## config.mk

```make
export PLATFORM = sky130hd
export DESIGN_NAME = instr_fetch_unit_flat
export DESIGN_NICKNAME = d
export VERILOG_FILES = /design/src/rtl/instr_fetch_unit_if.sv /design/src/rtl/instr_fetch_unit.sv /design/src/flat_wrapper.sv
export SDC_FILE = /design/constraint.sdc
export NUM_CORES = 1
export LEC_CHECK = 0
export ABC_AREA = 1
export CORE_ASPECT_RATIO = 0.5
export CORE_UTILIZATION = 54
export CTS_CLUSTER_SIZE = 16
export DETAILED_ROUTE_END_ITERATION = 16
export PLACE_DENSITY = 0.88
export REMOVE_ABC_BUFFERS = 1
export SYNTH_ARGS = -nofsm -noshare
export SYNTH_HDL_FRONTEND = slang
export SYNTH_SLANG_ARGS = --single-unit
```

## constraint.sdc

```tcl
create_clock -name clock -period 3.9 [get_ports clock]
set_input_delay 0.78 -clock clock [delete_from_list [all_inputs] [get_ports clock]]
set_output_delay 0.78 -clock clock [all_outputs]
set_load 0.01 [all_outputs]
```

## src/rtl/instr_fetch_unit_if.sv

```systemverilog
// rtl/instr_fetch_unit_if.sv - program ROM byte-read bus between the fetch unit and ROM.
interface instr_fetch_unit_if #(
  parameter int ADDR_W = 16
);
  logic [ADDR_W-1:0] rom_addr;
  logic              rom_rd;
  logic [7:0]        rom_data;
  logic              rom_ack;

  modport master (
    output rom_addr,
    output rom_rd,
    input  rom_data,
    input  rom_ack
  );

  modport slave (
    input  rom_addr,
    input  rom_rd,
    output rom_data,
    output rom_ack
  );
endinterface

```

## src/rtl/instr_fetch_unit.sv

```systemverilog
// rtl/instr_fetch_unit.sv - 8051 opcode/operand fetch with PC ownership.
// Optional FETCH_TIMEOUT_EN aborts a fetch when rom_ack stalls for TIMEOUT_CYCLES.
module instr_fetch_unit #(
  parameter int              ADDR_W         = 16,
  parameter logic [ADDR_W-1:0] RESET_PC     = 16'h0000,
  parameter int              TIMEOUT_CYCLES = 16
) (
  input  logic              clock,
  input  logic              reset,
  input  logic              Fetch,
  input  logic              pc_load,
  input  logic [ADDR_W-1:0] pc_load_value,
  instr_fetch_unit_if.master rom,
  output logic [7:0]        Opcode,
  output logic [7:0]        Operand1,
  output logic [7:0]        Operand2,
  output logic [1:0]        instr_len,
  output logic              instr_valid,
  output logic              busy,
  output logic [ADDR_W-1:0] pc,
  output logic              fetch_error
);

  typedef enum logic [2:0] {S_IDLE, S_OPC, S_OP1, S_OP2, S_DONE} state_t;

  state_t            r_state;
  logic [ADDR_W-1:0] r_pc;
  logic [7:0]        r_opcode;
  logic [7:0]        r_op1;
  logic [7:0]        r_op2;
  logic [1:0]        r_len;
  logic              r_valid;
  logic              r_pend;
  logic [ADDR_W-1:0] r_pend_val;

  logic              w_fetching;
  logic              w_ack;
  logic [1:0]        w_len;
  logic [ADDR_W-1:0] w_pc_inc;
  logic              w_timeout;

  function automatic logic [1:0] len_of(input logic [7:0] op);
    len_of = 2'd1;
    if (op[3:0] == 4'h1) len_of = 2'd2;
    case (op) inside
      8'h02, 8'h10, 8'h12, 8'h20, 8'h30, 8'h43, 8'h53, 8'h63, 8'h75, 8'h85,
      8'h90, [8'hB4:8'hBF], 8'hD5:
        len_of = 2'd3;
      8'h05, 8'h15, 8'h24, 8'h25, 8'h34, 8'h35, 8'h40, 8'h42, 8'h44, 8'h45,
      8'h50, 8'h52, 8'h54, 8'h55, 8'h60, 8'h62, 8'h64, 8'h65, 8'h70, 8'h72,
      8'h74, 8'h76, 8'h77, [8'h78:8'h7F], 8'h80, 8'h82, 8'h86, 8'h87,
      [8'h88:8'h8F], 8'h92, 8'h94, 8'h95, 8'hA0, 8'hA2, 8'hA6, 8'hA7,
      [8'hA8:8'hAF], 8'hB0, 8'hB2, 8'hC0, 8'hC2, 8'hC5, 8'hD0, 8'hD2,
      [8'hD8:8'hDF], 8'hE5, 8'hF5:
        len_of = 2'd2;
      default: ;
    endcase
  endfunction

  assign w_fetching = (r_state == S_OPC) || (r_state == S_OP1) || (r_state == S_OP2);
  assign w_ack      = w_fetching && rom.rom_ack;
  assign w_len      = len_of(rom.rom_data);
  assign w_pc_inc   = r_pc + {{(ADDR_W-1){1'b0}}, 1'b1};

`ifdef FETCH_TIMEOUT_EN
  localparam int CNT_W = $clog2(TIMEOUT_CYCLES + 1);

  logic [CNT_W-1:0] r_wait;
  logic             r_ferr;

  // Counts consecutive un-acked read cycles; any ack or idle cycle restarts it.
  always_ff @(posedge clock or negedge reset) begin
    if (!reset) begin
      r_wait <= '0;
    end else if (w_fetching && !rom.rom_ack && !w_timeout) begin
      r_wait <= r_wait + 1'b1;
    end else begin
      r_wait <= '0;
    end
  end

  assign w_timeout   = w_fetching && !rom.rom_ack && (r_wait == CNT_W'(TIMEOUT_CYCLES - 1));
  assign fetch_error = r_ferr;
`else
  logic w_unused_timeout;
  assign w_unused_timeout = ^TIMEOUT_CYCLES;
  assign w_timeout        = 1'b0;
  assign fetch_error      = 1'b0;
`endif

  always_ff @(posedge clock or negedge reset) begin
    if (!reset) begin
      r_state    <= S_IDLE;
      r_pc       <= RESET_PC;
      r_opcode   <= 8'h00;
      r_op1      <= 8'h00;
      r_op2      <= 8'h00;
      r_len      <= 2'd0;
      r_valid    <= 1'b0;
      r_pend     <= 1'b0;
      r_pend_val <= '0;
`ifdef FETCH_TIMEOUT_EN
      r_ferr     <= 1'b0;
`endif
    end else begin
      r_valid <= 1'b0;
      case (r_state)
        S_IDLE: begin
          // A same-cycle load wins: OPC then reads from the loaded address.
          if (pc_load) r_pc <= pc_load_value;
          if (Fetch) begin
            r_state <= S_OPC;
            r_op1   <= 8'h00;
            r_op2   <= 8'h00;
`ifdef FETCH_TIMEOUT_EN
            r_ferr  <= 1'b0;
`endif
          end
        end
        S_OPC, S_OP1, S_OP2: begin
          if (pc_load) begin
            r_pend     <= 1'b1;
            r_pend_val <= pc_load_value;
          end
          if (w_ack) begin
            r_pc <= w_pc_inc;
            if (r_state == S_OPC) begin
              r_opcode <= rom.rom_data;
              r_len    <= w_len;
              if (w_len == 2'd1) begin
                r_state <= S_DONE;
                r_valid <= 1'b1;
              end else begin
                r_state <= S_OP1;
              end
            end else if (r_state == S_OP1) begin
              r_op1 <= rom.rom_data;
              if (r_len == 2'd3) begin
                r_state <= S_OP2;
              end else begin
                r_state <= S_DONE;
                r_valid <= 1'b1;
              end
            end else begin
              r_op2   <= rom.rom_data;
              r_state <= S_DONE;
              r_valid <= 1'b1;
            end
          end else if (w_timeout) begin
            // Abort keeps the PC at the missing byte but still honours any jump.
            r_state <= S_IDLE;
            r_pend  <= 1'b0;
            if (pc_load)     r_pc <= pc_load_value;
            else if (r_pend) r_pc <= r_pend_val;
`ifdef FETCH_TIMEOUT_EN
            r_ferr  <= 1'b1;
`endif
          end
        end
        S_DONE: begin
          if (pc_load)     r_pc <= pc_load_value;
          else if (r_pend) r_pc <= r_pend_val;
          r_pend  <= 1'b0;
          r_state <= S_IDLE;
        end
        default: r_state <= S_IDLE;
      endcase
    end
  end

  assign rom.rom_addr = r_pc;
  assign rom.rom_rd   = w_fetching;
  assign Opcode       = r_opcode;
  assign Operand1     = r_op1;
  assign Operand2     = r_op2;
  assign instr_len    = r_len;
  assign instr_valid  = r_valid;
  assign busy         = (r_state != S_IDLE);
  assign pc           = r_pc;

endmodule
```

## src/flat_wrapper.sv

```systemverilog
// flat-port wrapper written by rule: the top's interface ports become plain ports
module instr_fetch_unit_flat 
#(
  parameter int              ADDR_W         = 16,
  parameter logic [ADDR_W-1:0] RESET_PC     = 16'h0000,
  parameter int              TIMEOUT_CYCLES = 16
)
  (clock, reset, Fetch, pc_load, pc_load_value, Opcode, Operand1, Operand2, instr_len, instr_valid, busy, pc, fetch_error, rom_rom_addr, rom_rom_rd, rom_rom_data, rom_rom_ack);
  instr_fetch_unit_if #(.ADDR_W(ADDR_W)) rom_i ();
  input  logic clock;
  input  logic reset;
  input  logic Fetch;
  input  logic pc_load;
  input  logic [ADDR_W-1:0] pc_load_value;
  output logic [7:0] Opcode;
  output logic [7:0] Operand1;
  output logic [7:0] Operand2;
  output logic [1:0] instr_len;
  output logic instr_valid;
  output logic busy;
  output logic [ADDR_W-1:0] pc;
  output logic fetch_error;
  output wire logic [$bits(rom_i.rom_addr)-1:0] rom_rom_addr;
  output wire logic [$bits(rom_i.rom_rd)-1:0] rom_rom_rd;
  input wire logic [$bits(rom_i.rom_data)-1:0] rom_rom_data;
  input wire logic [$bits(rom_i.rom_ack)-1:0] rom_rom_ack;
  assign rom_rom_addr = rom_i.rom_addr;
  assign rom_rom_rd = rom_i.rom_rd;
  assign rom_i.rom_data = rom_rom_data;
  assign rom_i.rom_ack = rom_rom_ack;
  instr_fetch_unit #(.ADDR_W(ADDR_W), .RESET_PC(RESET_PC), .TIMEOUT_CYCLES(TIMEOUT_CYCLES)) u_core (.clock(clock), .reset(reset), .Fetch(Fetch), .pc_load(pc_load), .pc_load_value(pc_load_value), .rom(rom_i), .Opcode(Opcode), .Operand1(Operand1), .Operand2(Operand2), .instr_len(instr_len), .instr_valid(instr_valid), .busy(busy), .pc(pc), .fetch_error(fetch_error));
endmodule
```

== Yosys cells after proc, flatten, opt, wreduce, memory -nomap -nowiden ==
Cells that the tools add are included.
W data, S select, Z words.
Word-level totals
  register bits: 63
  bits of input ports: 29
  output and inout port bits: 62
  logic and storage cells: 145
Cells by class
  $add $sub $neg: 1
  $lt $le $gt $ge: 10
  equality and inequality tests: 70
  mux-type cells: 32
  reduce and logical (&&, ||, !) cells: 23
Operators by type and width (count)
  $eq A8 B8 Y1 const B: 23
  $eq A8 B7 Y1 const B: 21
  $mux W16: 4
  $mux W8: 7
  $eq A8 B6 Y1 const B: 6
  $pmux W16 S3: 1
  $reduce_or A47 Y1: 1
  $ge A8 B8 Y1 const B: 4
  $le A8 B8 Y1 const B: 4
  $pmux W8 S2: 2
  $eq A8 B5 Y1 const B: 3
  $mux W3: 6
  $add A16 B1 Y16 const B: 1
  $reduce_or A13 Y1: 1
  $ne A2 B2 Y1 const B: 5
  $reduce_and A5 Y1: 2
  $eq A8 B2 Y1 const B: 1
  $eq A8 B3 Y1 const B: 1
  $ge A8 B7 Y1 const B: 1
  $le A8 B7 Y1 const B: 1
  $mux W1: 7
  $eq A3 B2 Y1 const B: 2
  $logic_and A1 B1 Y1: 6
  $mux W2: 3
  other kinds (17): 23

== Longest topological paths before layout ==
Gate-level depths: netlist (run 1).
  word-level depth: 10
  mapped depth: 12
  mapped depth without buffers: 11

== Least setup slack after synthesis (run 1) ==
OpenSTA, ideal clock, no wires.
  kind: input port to flip-flop
  start point: in pc_load
  end point: reg u_core.r_pc[6] (netlist: u_core.pc[6])
  library setup time: 119 ps
  arrival: 1828 ps
  required time: 3781 ps
  path slack: 1952 ps
  stages on the path: 8
  path buffers: 2
  path through: buf_2 clkinv_1 o211ai_1 nand2_1 clkinv_1 buf_4 o22ai_1 inv_1
Between the ends
  longest elaborated chain between the ends: 2
  elaborated cells between the ends (all ways): 5
  classes of those cells: 2 x eq/ne; 2 x mux; 1 x reduce/logical
RTL lines
  from (decl): line flat_wrapper.sv:13  | input logic pc_load;
  $ne A3 B2 Y1 (no line), or another cell as far along
  $reduce_and A4 Y1 (no line) / $pmux W16 S3 (equally long branches)
  to (signal assigned): line instr_fetch_unit.sv:110  | if (pc_load) r_pc <= pc_load_value;
  to (signal assigned): line instr_fetch_unit.sv:126  | r_pc <= w_pc_inc;
  to (signal assigned): line instr_fetch_unit.sv:153  | if (pc_load) r_pc <= pc_load_value;
  to (decl): line instr_fetch_unit.sv:27  | logic [ADDR_W-1:0] r_pc;
Several ways; a longest one is shown, not always the timed one.
A chain may end at the register's enable or synchronous reset.

== Worst setup path in the final report (run 1) ==
  start point: reg u_core.r_state[1]
  end point: out rom_rom_rd
Between the ends
  longest elaborated chain between the ends: 3
  elaborated cells between the ends (all ways): 5
  classes of those cells: 3 x eq/ne; 2 x reduce/logical
RTL lines
  from (decl): line instr_fetch_unit.sv:26  | state_t r_state;
  from (signal assigned): line instr_fetch_unit.sv:93  | r_state <= S_IDLE;
  from (signal assigned): line instr_fetch_unit.sv:112  | r_state <= S_OPC;
  from (signal assigned): line instr_fetch_unit.sv:131  | r_state <= S_DONE;
  $eq A3 B1 Y1 / $eq A3 B2 Y1 (equally long branches): line instr_fetch_unit.sv:60  | assign w_fetching = (r_state == S_OPC) || (r_state == S_OP1) || (r_state == S_OP2);
  $logic_or A1 B1 Y1: line instr_fetch_unit.sv:60
  $logic_or A1 B1 Y1 *: line instr_fetch_unit.sv:60
  to (decl): line flat_wrapper.sv:24  | output wire logic [$bits(rom_i.rom_rd)-1:0] rom_rom_rd;
Every way passes the cells marked *; elsewhere a longest branch is shown, timed or not.

==> flow_summary.json, run 1 <==
{
  "r2r_end": "u_core.pc[10]",
  "slew_headroom_pct": 48.2,
  "crit_cells": 5,
  "syn_avg_cell_area_um2": 7.49,
  "min_path_type": "flip-flop to flip-flop",
  "core_um2": 6310,
  "slew_violations": 0,
  "async_flop_share_pct": 100,
  "fin_nets": 591,
  "drtAntennaViolNets": 0,
  "synth_cell_types": 35,
  "clk_latency_ps": 330,
  "row_count": 20,
  "hold_start": "u_core.r_pend_val[14]",
  "grt_pass1_vias": 3191,
  "cts_hold_buf": 0,
  "antenna_found_initial": 0,
  "cp-end-kind": "output port",
  "post_cts_buffers": 0,
  "die_area_um2": 7150,
  "dr.pass1.iters": 5,
  "gp_congestion": 0.920,
  "clkTransAtPathRegs_ps": 50,
  "power.internal_mw": 2.34,
  "cts_resized": 0,
  "yosys_warnings": 0,
  "rsz0062_at_grt": "no",
  "synth_area_leaders": "dfrtp_1, nand2_1, nor2_1",
  "grt_pass1_wl_um": 15500,
  "die_h_um": 60.3,
  "pwr-share-seq_pct": 31.0,
  "netlist.area_leader.share_pct": 42.9,
  "syn_to_final_growth_pct": 29.4,
  "clk_path_buf_depth": 2,
  "overflow": 0,
  "drt_iter0_drc": 423,
  "cts_tree": "built",
  "finalSetupViolCount": 0,
  "totalPowerFinal_mw": 3.94,
  "p_per_area_nw_per_um2": 830,
  "path_buf_inv": 3,
  "yosysSeqAreaShare_pct": 42.9,
  "path_cells": "nor2_1 -> inv_1 -> nand2_4 -> inv_4 -> clkdlybuf4s50_1",
  "vdd_drop_max_uv": 299,
  "drt-total-wl_um": 9570,
  "pwr-share-clk_pct": 18.0,
  "p_sw_share_pct": 40.6,
  "netlist_instances": 490,
  "regToRegSetupSlack_ps": 1490,
  "routedWlPerCell_um": 14.7,
  "initial_utilization_pct": 58.2,
  "synth_ff_type": "dfrtp_1",
  "syn-cell-area_um2": 3670,
  "vias_per_cell": 5.47,
  "arrival_ps": 2050,
  "comb_power_share_pct": 51.0,
  "max_stage_delay_ps": 590,
  "fin_skew_ps": 3.68,
  "clock_sinks": 63,
  "dpl.hpwl_um": 6520,
  "cts_root_buffer": "clkbuf_16",
  "critPathCapture": "rom_rom_rd",
  "crit_slowest_cell": "clkdlybuf4s50_1",
  "ys_ff_latch": 63,
  "crit_family": "buffers and inverters",
  "status": "complete, no violations",
  "diodes": 0,
  "max_slew.worst_pin.slew_ps": 771,
  "finalHoldViolations": 0,
  "fin_tns_setup_ps": 0,
  "synth_edf_count": 0,
  "final-seq-area_um2": 1580,
  "route.detailed.drc": 0,
  "ios": 91,
  "portBuffers": 89,
  "min_period_ps": 2830,
  "multi_input_area_um2": 1690,
  "fill_cells": 491,
  "crit_path_start_kind": "flip-flop",
  "layout-drive-gt1-share_pct": 8.14,
  "cts_buffers": 9,
  "grt_start_max_net_pins": 33,
  "max_cap_viol_count": 0,
  "max_clock_freq_mhz": 353,
  "startpoint": "u_core.r_state[1]",
  "htreeDepth": 3,
  "final_min_period_over_clock_period_pct": 72.5,
  "crit_type": "flip-flop to output port",
  "die_w_um": 119,
  "p_sw_mw": 1.60,
  "timing.rr.start": "u_core.r_state[1]",
  "crit_required_ps": 3120,
  "vias": 3575,
  "reg2regPathDepth": 7,
  "grt_use_total_pct": 28.4,
  "critical_path.max_fanout": 19,
  "power_leakage_nw": 2.26,
  "synth.largest_area_cell": "dfrtp_1"
}
==> tightest hold or removal path, delay by kind of cell (launching register included) <==
family           cells  cell delay (ps)
AND/OR/NAND/NOR      2              110
flip-flops           1              340
==> state kept, by name, indices dropped and copies added (netlist names) <==
| name | flops |
|---|---|
| u_core.pc | 16 |
| u_core.r_pend_val | 16 |
| u_core.Opcode | 8 |
| u_core.Operand1 | 8 |
| u_core.Operand2 | 8 |
| u_core.r_state | 3 |
| u_core.instr_len | 2 |
| u_core.instr_valid | 1 |
| u_core.r_pend | 1 |
==> area by class of cell <==
cell class	count	area share [%]
Clock inverter	1	0.105
Multi-Input combinational cell	341	35.6
Clock buffer	14	5.34
Inverter	54	4.32
Tap cell	88	2.32
Sequential cell	63	33.2
Timing Repair Buffer	92	19.1
==> synthesized netlist by cell type (2+ instances only) <==
master,number
nor3_1,6
nand4_1,4
a21oi_1,15
buf_4,19
o21ai_0,32
o22ai_1,6
nor2_1,58
a31oi_1,13
buf_2,5
inv_1,49
nand2_1,131
clkbuf_1,8
nand3_1,37
clkinv_1,2
or2_2,3
nand2_4,3
mux2_2,18
dfrtp_1,63
inv_2,2
==> power by group through the flow <==
| stage | registers [mW] | clock network (mW) | logic [mW] |
|---|---|---|---|
| 5_1_grt | 1.26 | 0.742 | 2.20 |
| 6_report | 1.22 | 0.709 | 2.01 |
| 3_3_place_gp | 1.21 | 0 | 1.93 |
| 2_1_floorplan | 1.31 | 0 | 0.984 |
| 3_5_place_dp | 1.22 | 0 | 1.98 |
| 4_1_cts | 1.22 | 0.713 | 2.01 |
==> routing by layer <==
layer	up-vias	routed length, µm	track usage [%]
met4	0	167	11.8
met1	1675	4210	36.1
met2	162	4540	48.2
li1	1717	-	-
met3	21	646	6.77
met5	-	0	0
==> cell families after synthesis <==
group                      count (synthesis)  synth area share, %
AOI/OAI and AO/OA                         72                 10.9
xor gates and xnor gates                   1                0.239
adders and majority gates                  1                0.341
buffers and inverters                     86                 11.0
DFF                                       63                 42.9
muxes                                     18                 5.52
other                                      1                0.102
and+or+nand+nor                          248                 29.0
==> through the flow <==
| stage | hold WS, ps | area (µm²) | cells | util [%] | setup slack (ps) |
|---|---|---|---|---|---|
| 2_1_floorplan | 450 | 3470 | 458 | - | 1750 |
| 3_3_place_gp | 466 | 4490 | 638 | 71.3 | 953 |
| 3_5_place_dp | 469 | 4490 | 638 | 71.3 | 841 |
| 4_1_cts | 483 | 4750 | 653 | 75.4 | 1070 |
| 5_1_grt | 512 | 4750 | 653 | 75.4 | 939 |
| 6_report | 479 | 4750 | 653 | 75.4 | 1070 |
==> worst min-delay path by stage <==
stage | to | slack (ps) | depth (start not counted)
detailed placement | u_core.r_pend_val[14] | 470 | 2
CTS | u_core.r_pend_val[14] | 480 | 2
finish | u_core.r_pend_val[14] | 480 | 2
floorplan | u_core.r_pend_val[0] | 450 | 2
global placement | u_core.Opcode[6] | 470 | 2
global route | u_core.r_pend_val[14] | 510 | 2
==> layout by cell type (no fill, tap or decap), types with 4 or more instances in the layout <==
cell type	n
clkbuf_1	4
dfrtp_1	63
o21ai_0	32
clkdlybuf4s50_1	88
inv_1	49
nand3_1	37
a21oi_1	15
a31oi_1	13
nand4_1	4
nand2_1	131
o22ai_1	6
nor3_1	6
clkbuf_16	9
mux2_2	18
nor2_1	58
Note: power is estimated with default switching activity, not from simulation.
==> inputs of run 2 (changes only) <==
CORE_UTILIZATION = 45   (was 54)
PLACE_DENSITY = 0.79   (was 0.88)
clock period = 2.6 ns   (was 3.9 ns; I/O delays follow)
==> flow_summary.json, run 2 (synthesis results as in run 1) <==
{
  "status": "complete, no violations",
  "wl_met1_um": 4280,
  "cts_hold_buf": 0,
  "slew_violations": 0,
  "max_clock_freq_mhz": 433,
  "place_ws_ps": 285,
  "syn_to_final_growth_pct": 32.3,
  "cts_tree": "built",
  "routedWlPerCell_um": 14.2,
  "post-route-util_pct": 64.0,
  "drtAntennaViolNets": 0,
  "clk_path_buf_depth": 2,
  "cts_buffers": 9,
  "grt_start_max_net_pins": 64,
  "arrival_ps": 1790,
  "min_period_ps": 2310,
  "power_leakage_nw": 2.32,
  "fill_cells": 696,
  "p_per_area_nw_per_um2": 1240,
  "die_w_um": 130,
  "clock_sinks": 63,
  "crit_type": "flip-flop to output port",
  "clkTransAtPathRegs_ps": 50,
  "drt-total-wl_um": 9690,
  "die_h_um": 65.9,
  "gp_congestion": 0.858,
  "route.met2.wl_um": 4780,
  "grt_pass1_vias": 3321,
  "portBuffers": 89,
  "rsz0062_at_grt": "no",
  "fin_tns_setup_ps": 0,
  "cts_resized": 0,
  "vdd_drop_max_uv": 624,
  "route.detailed.drc": 0,
  "overflow": 0,
  "finalSetupViolCount": 0,
  "ios": 91,
  "totalPowerFinal_mw": 6.03,
  "row_count": 22,
  "post_cts_buffers": 0,
  "vias": 3505,
  "final_common_cell": "nand2_1",
  "fin_skew_ps": 5.55,
  "htreeDepth": 3,
  "final_min_period_over_clock_period_pct": 88.8,
  "grt_pass1_wl_um": 15800,
  "core_um2": 7600,
  "cp-end-kind": "output port",
  "layout-drive-gt1-share_pct": 9.95,
  "placed_area_um2": 4580,
  "dr.pass1.iters": 5,
  "dpl.hpwl_um": 6930,
  "antenna_found_initial": 0,
  "crit_path_start_kind": "flip-flop",
  "max_slew.worst_pin.slew_ps": 519,
  "setup_ws_ps": 291,
  "finalHoldViolations": 0,
  "route.met3.wl_um": 485,
  "fin_nets": 598,
  "drt_iter0_drc": 247,
  "final_cell_mix": "nand2_1, clkdlybuf4s50_1, dfrtp_1",
  "highest_layer": "met4",
  "slew_headroom_pct": 65.2,
  "max_cap_viol_count": 0,
  "clk_latency_ps": 330,
  "initial_utilization_pct": 48.3,
  "die_area_um2": 8550,
  "min_path_type": "primary input to asynchronous set/reset pin",
  "fin_area_um2": 4860,
  "vias_per_cell": 5.15,
  "crit_required_ps": 2080,
  "cts_root_buffer": "clkbuf_16",
  "diodes": 0,
  "critical_path.max_fanout": 12,
  "grt_use_total_pct": 24.3
}
==> run 2: cell count changes in the layout (fill, tap and decap cells not counted), sizes merged <==
cell / previous run / this run
buf: 4 / 11
clkbuf: 14 / 12
clkinv: 3 / 6
==> run 2: path summary, 6_finish.rpt <==
path | start | end | slack (ps) | cells past startpoint
setup reg to reg | u_core.r_state[0] | u_core.pc[7] | 520 | 10
hold reg to reg | u_core.r_pend_val[14] | u_core.r_pend_val[14] | 490 | 2
setup / recovery | u_core.r_state[0] | rom_rom_rd | 290 | 5
min in group clock | u_core.r_pend_val[14] | u_core.r_pend_val[14] | 490 | 2
hold / removal | reset | u_core.pc[7] | 190 | 2
max in group asynchronous | reset | u_core.Opcode[5] | 2140 | 2
==> run 2: layout make-up <==
class | instances | area, µm² | area share [%]
clock buffer | 12 | 256 | 5.28
timing repair buffer | 99 | 973 | 20.0
tap | 108 | 135 | 2.78
inverter | 54 | 205 | 4.22
sequential | 63 | 1580 | 32.4
clock inverter | 4 | 20.0 | 0.412
multi-input combinational | 341 | 1690 | 34.8
==> run 2: where the power goes <==
group          switching, mW  leakage [nW]  internal (mW)
Clock                  0.417         0.142          0.689
Combinational           1.61          1.39           1.48
Sequential             0.404         0.780           1.43
==> run 2: per-layer routing <==
metal	global-route usage [%]	vias up
li1	-	1729
met1	29.8	1653
met2	42.1	108
met3	5.99	15
met4	7.99	0
met5	0	-
==> run 2: through the flow <==
| step | hold slack, ps | cells |
|---|---|---|
| after floorplan | 224 | 458 |
| after global placement | 465 | 665 |
| after detailed placement | 474 | 665 |
| after CTS | 204 | 681 |
| after global routing | 216 | 681 |
| final | 194 | 681 |
==> run 2: worst max-delay path: stages (launching register included) <==
cell,delay [ps]
dfrtp_1,420
nor2_1,110
inv_1,140
nand2_4,70
inv_4,150
clkdlybuf4s50_1,560
==> inputs of run 3 (changes only) <==
GPL_ROUTABILITY_DRIVEN = 0   (was not set)
SETUP_SLACK_MARGIN = 0.3   (was not set)
==> flow_summary.json, run 3 (synthesis results as in run 1) <==
{
  "grt_use_total_pct": 22.3,
  "row_count": 22,
  "fin_nets": 597,
  "max_slew.worst_pin.slew_ps": 541,
  "grt_start_max_net_pins": 64,
  "multi_input_area_um2": 1690,
  "drt-total-wl_um": 9120,
  "arrival_ps": 1610,
  "totalPowerFinal_mw": 5.99,
  "crit_type": "flip-flop to output port",
  "critical_path.max_fanout": 5,
  "place_ws_ps": 267,
  "min_path_type": "primary input to asynchronous set/reset pin",
  "power_leakage_nw": 2.31,
  "final_cell_mix": "nand2_1, clkdlybuf4s50_1, dfrtp_1",
  "cts_root_buffer": "clkbuf_16",
  "slew_headroom_pct": 63.7,
  "core_um2": 7600,
  "max_cap_viol_count": 0,
  "cts_tree": "built",
  "max_clock_freq_mhz": 469,
  "grt_pass1_vias": 3099,
  "setup_ws_ps": 466,
  "wl_met1_um": 4110,
  "drt_iter0_drc": 335,
  "vias_per_cell": 5.22,
  "route.detailed.drc": 0,
  "min_period_ps": 2130,
  "fin_skew_ps": 5.28,
  "fill_cells": 657,
  "antenna_found_initial": 0,
  "path_cells": "inv_2 -> nand2_1 -> clkdlybuf4s50_1",
  "syn_to_final_growth_pct": 32.4,
  "fin_tns_setup_ps": 0,
  "clk_path_buf_depth": 2,
  "diodes": 0,
  "rsz0062_at_grt": "no",
  "final-seq-area_um2": 1580,
  "final_common_cell": "nand2_1",
  "cts_buffers": 9,
  "cts_hold_buf": 0,
  "htreeDepth": 3,
  "clk_latency_ps": 330,
  "crit_required_ps": 2080,
  "overflow": 0,
  "die_area_um2": 8550,
  "portBuffers": 89,
  "routedWlPerCell_um": 13.4,
  "max_stage_delay_ps": 530,
  "crit_slowest_cell": "clkdlybuf4s50_1",
  "initial_utilization_pct": 48.3,
  "clock_sinks": 63,
  "route.met2.wl_um": 4340,
  "crit_path_start_kind": "flip-flop",
  "die_w_um": 130,
  "finalHoldViolations": 0,
  "final_min_period_over_clock_period_pct": 82.1,
  "dpl.hpwl_um": 6510,
  "whs_ps": 179,
  "route.met3.wl_um": 586,
  "dr.pass1.iters": 4,
  "layout-drive-gt1-share_pct": 9.97,
  "placed_area_um2": 4570,
  "drtAntennaViolNets": 0,
  "highest_layer": "met4",
  "clkTransAtPathRegs_ps": 60,
  "p_per_area_nw_per_um2": 1230,
  "status": "complete, no violations",
  "die_h_um": 65.9,
  "ios": 91,
  "vias": 3547,
  "vdd_drop_max_uv": 508,
  "fin_area_um2": 4860,
  "grt_pass1_wl_um": 14600,
  "finalSetupViolCount": 0,
  "cp-end-kind": "output port",
  "slew_violations": 0
}
[run 3: what timing repair did]
| item | CTS | global route |
|---|---|---|
| pin swaps | 0 | 0 |
| endpoints found under the hold margin | 0 | 0 |
| endpoints found under the setup margin | 1 | 1 |
| resized for setup | 1 | 1 |
| buffers inserted | 1 | 0 |
| gates cloned | 0 | 0 |
[run 3: per-stage QoR]
stage          instances  util, %
6_report             680     64.0
4_1_cts              680     64.0
3_5_place_dp         663     60.1
3_3_place_gp         663     60.1
2_1_floorplan        458        -
5_1_grt              680     64.0
[run 3: layout make-up]
type | instances | area share [%]
clock buffer | 9 | 4.63
clock inverter | 7 | 1.18
inverter | 54 | 4.27
multi-input combinational | 341 | 34.8
sequential | 63 | 32.4
tap | 108 | 2.78
timing repair buffer | 98 | 19.9
[run 3: worst max-delay path: cells and delay by family, from the launching register on]
kind          cells  cell delay [ps]
buf+inv           2              660
simple gates      1              110
flops             1              520
[run 3: worst paths after layout]
kind | startpoint | endpoint | slack [ps] | cells after the start
setup / recovery | u_core.r_state[2] | busy | 470 | 3
hold / removal | reset | u_core.r_pend_val[11] | 180 | 2
setup reg to reg | u_core.r_state[1] | u_core.pc[10] | 590 | 10
hold reg to reg | u_core.Opcode[6] | u_core.Opcode[6] | 480 | 2
max in group asynchronous | reset | u_core.Operand1[6] | 2130 | 2
min in group clock | u_core.Opcode[6] | u_core.Opcode[6] | 480 | 2
[run 3: power by group]
part,internal (mW),switching (mW),total (mW)
Clock,0.653,0.465,1.12
Sequential,1.43,0.380,1.81
Combinational,1.47,1.59,3.06
[run 3: metal layers]
metal | vias up | GRT usage (%)
met2 | 146 | 38.0
li1 | 1728 | -
met3 | 12 | 5.10
met5 | - | 0
met1 | 1661 | 28.6
met4 | 0 | 6.54
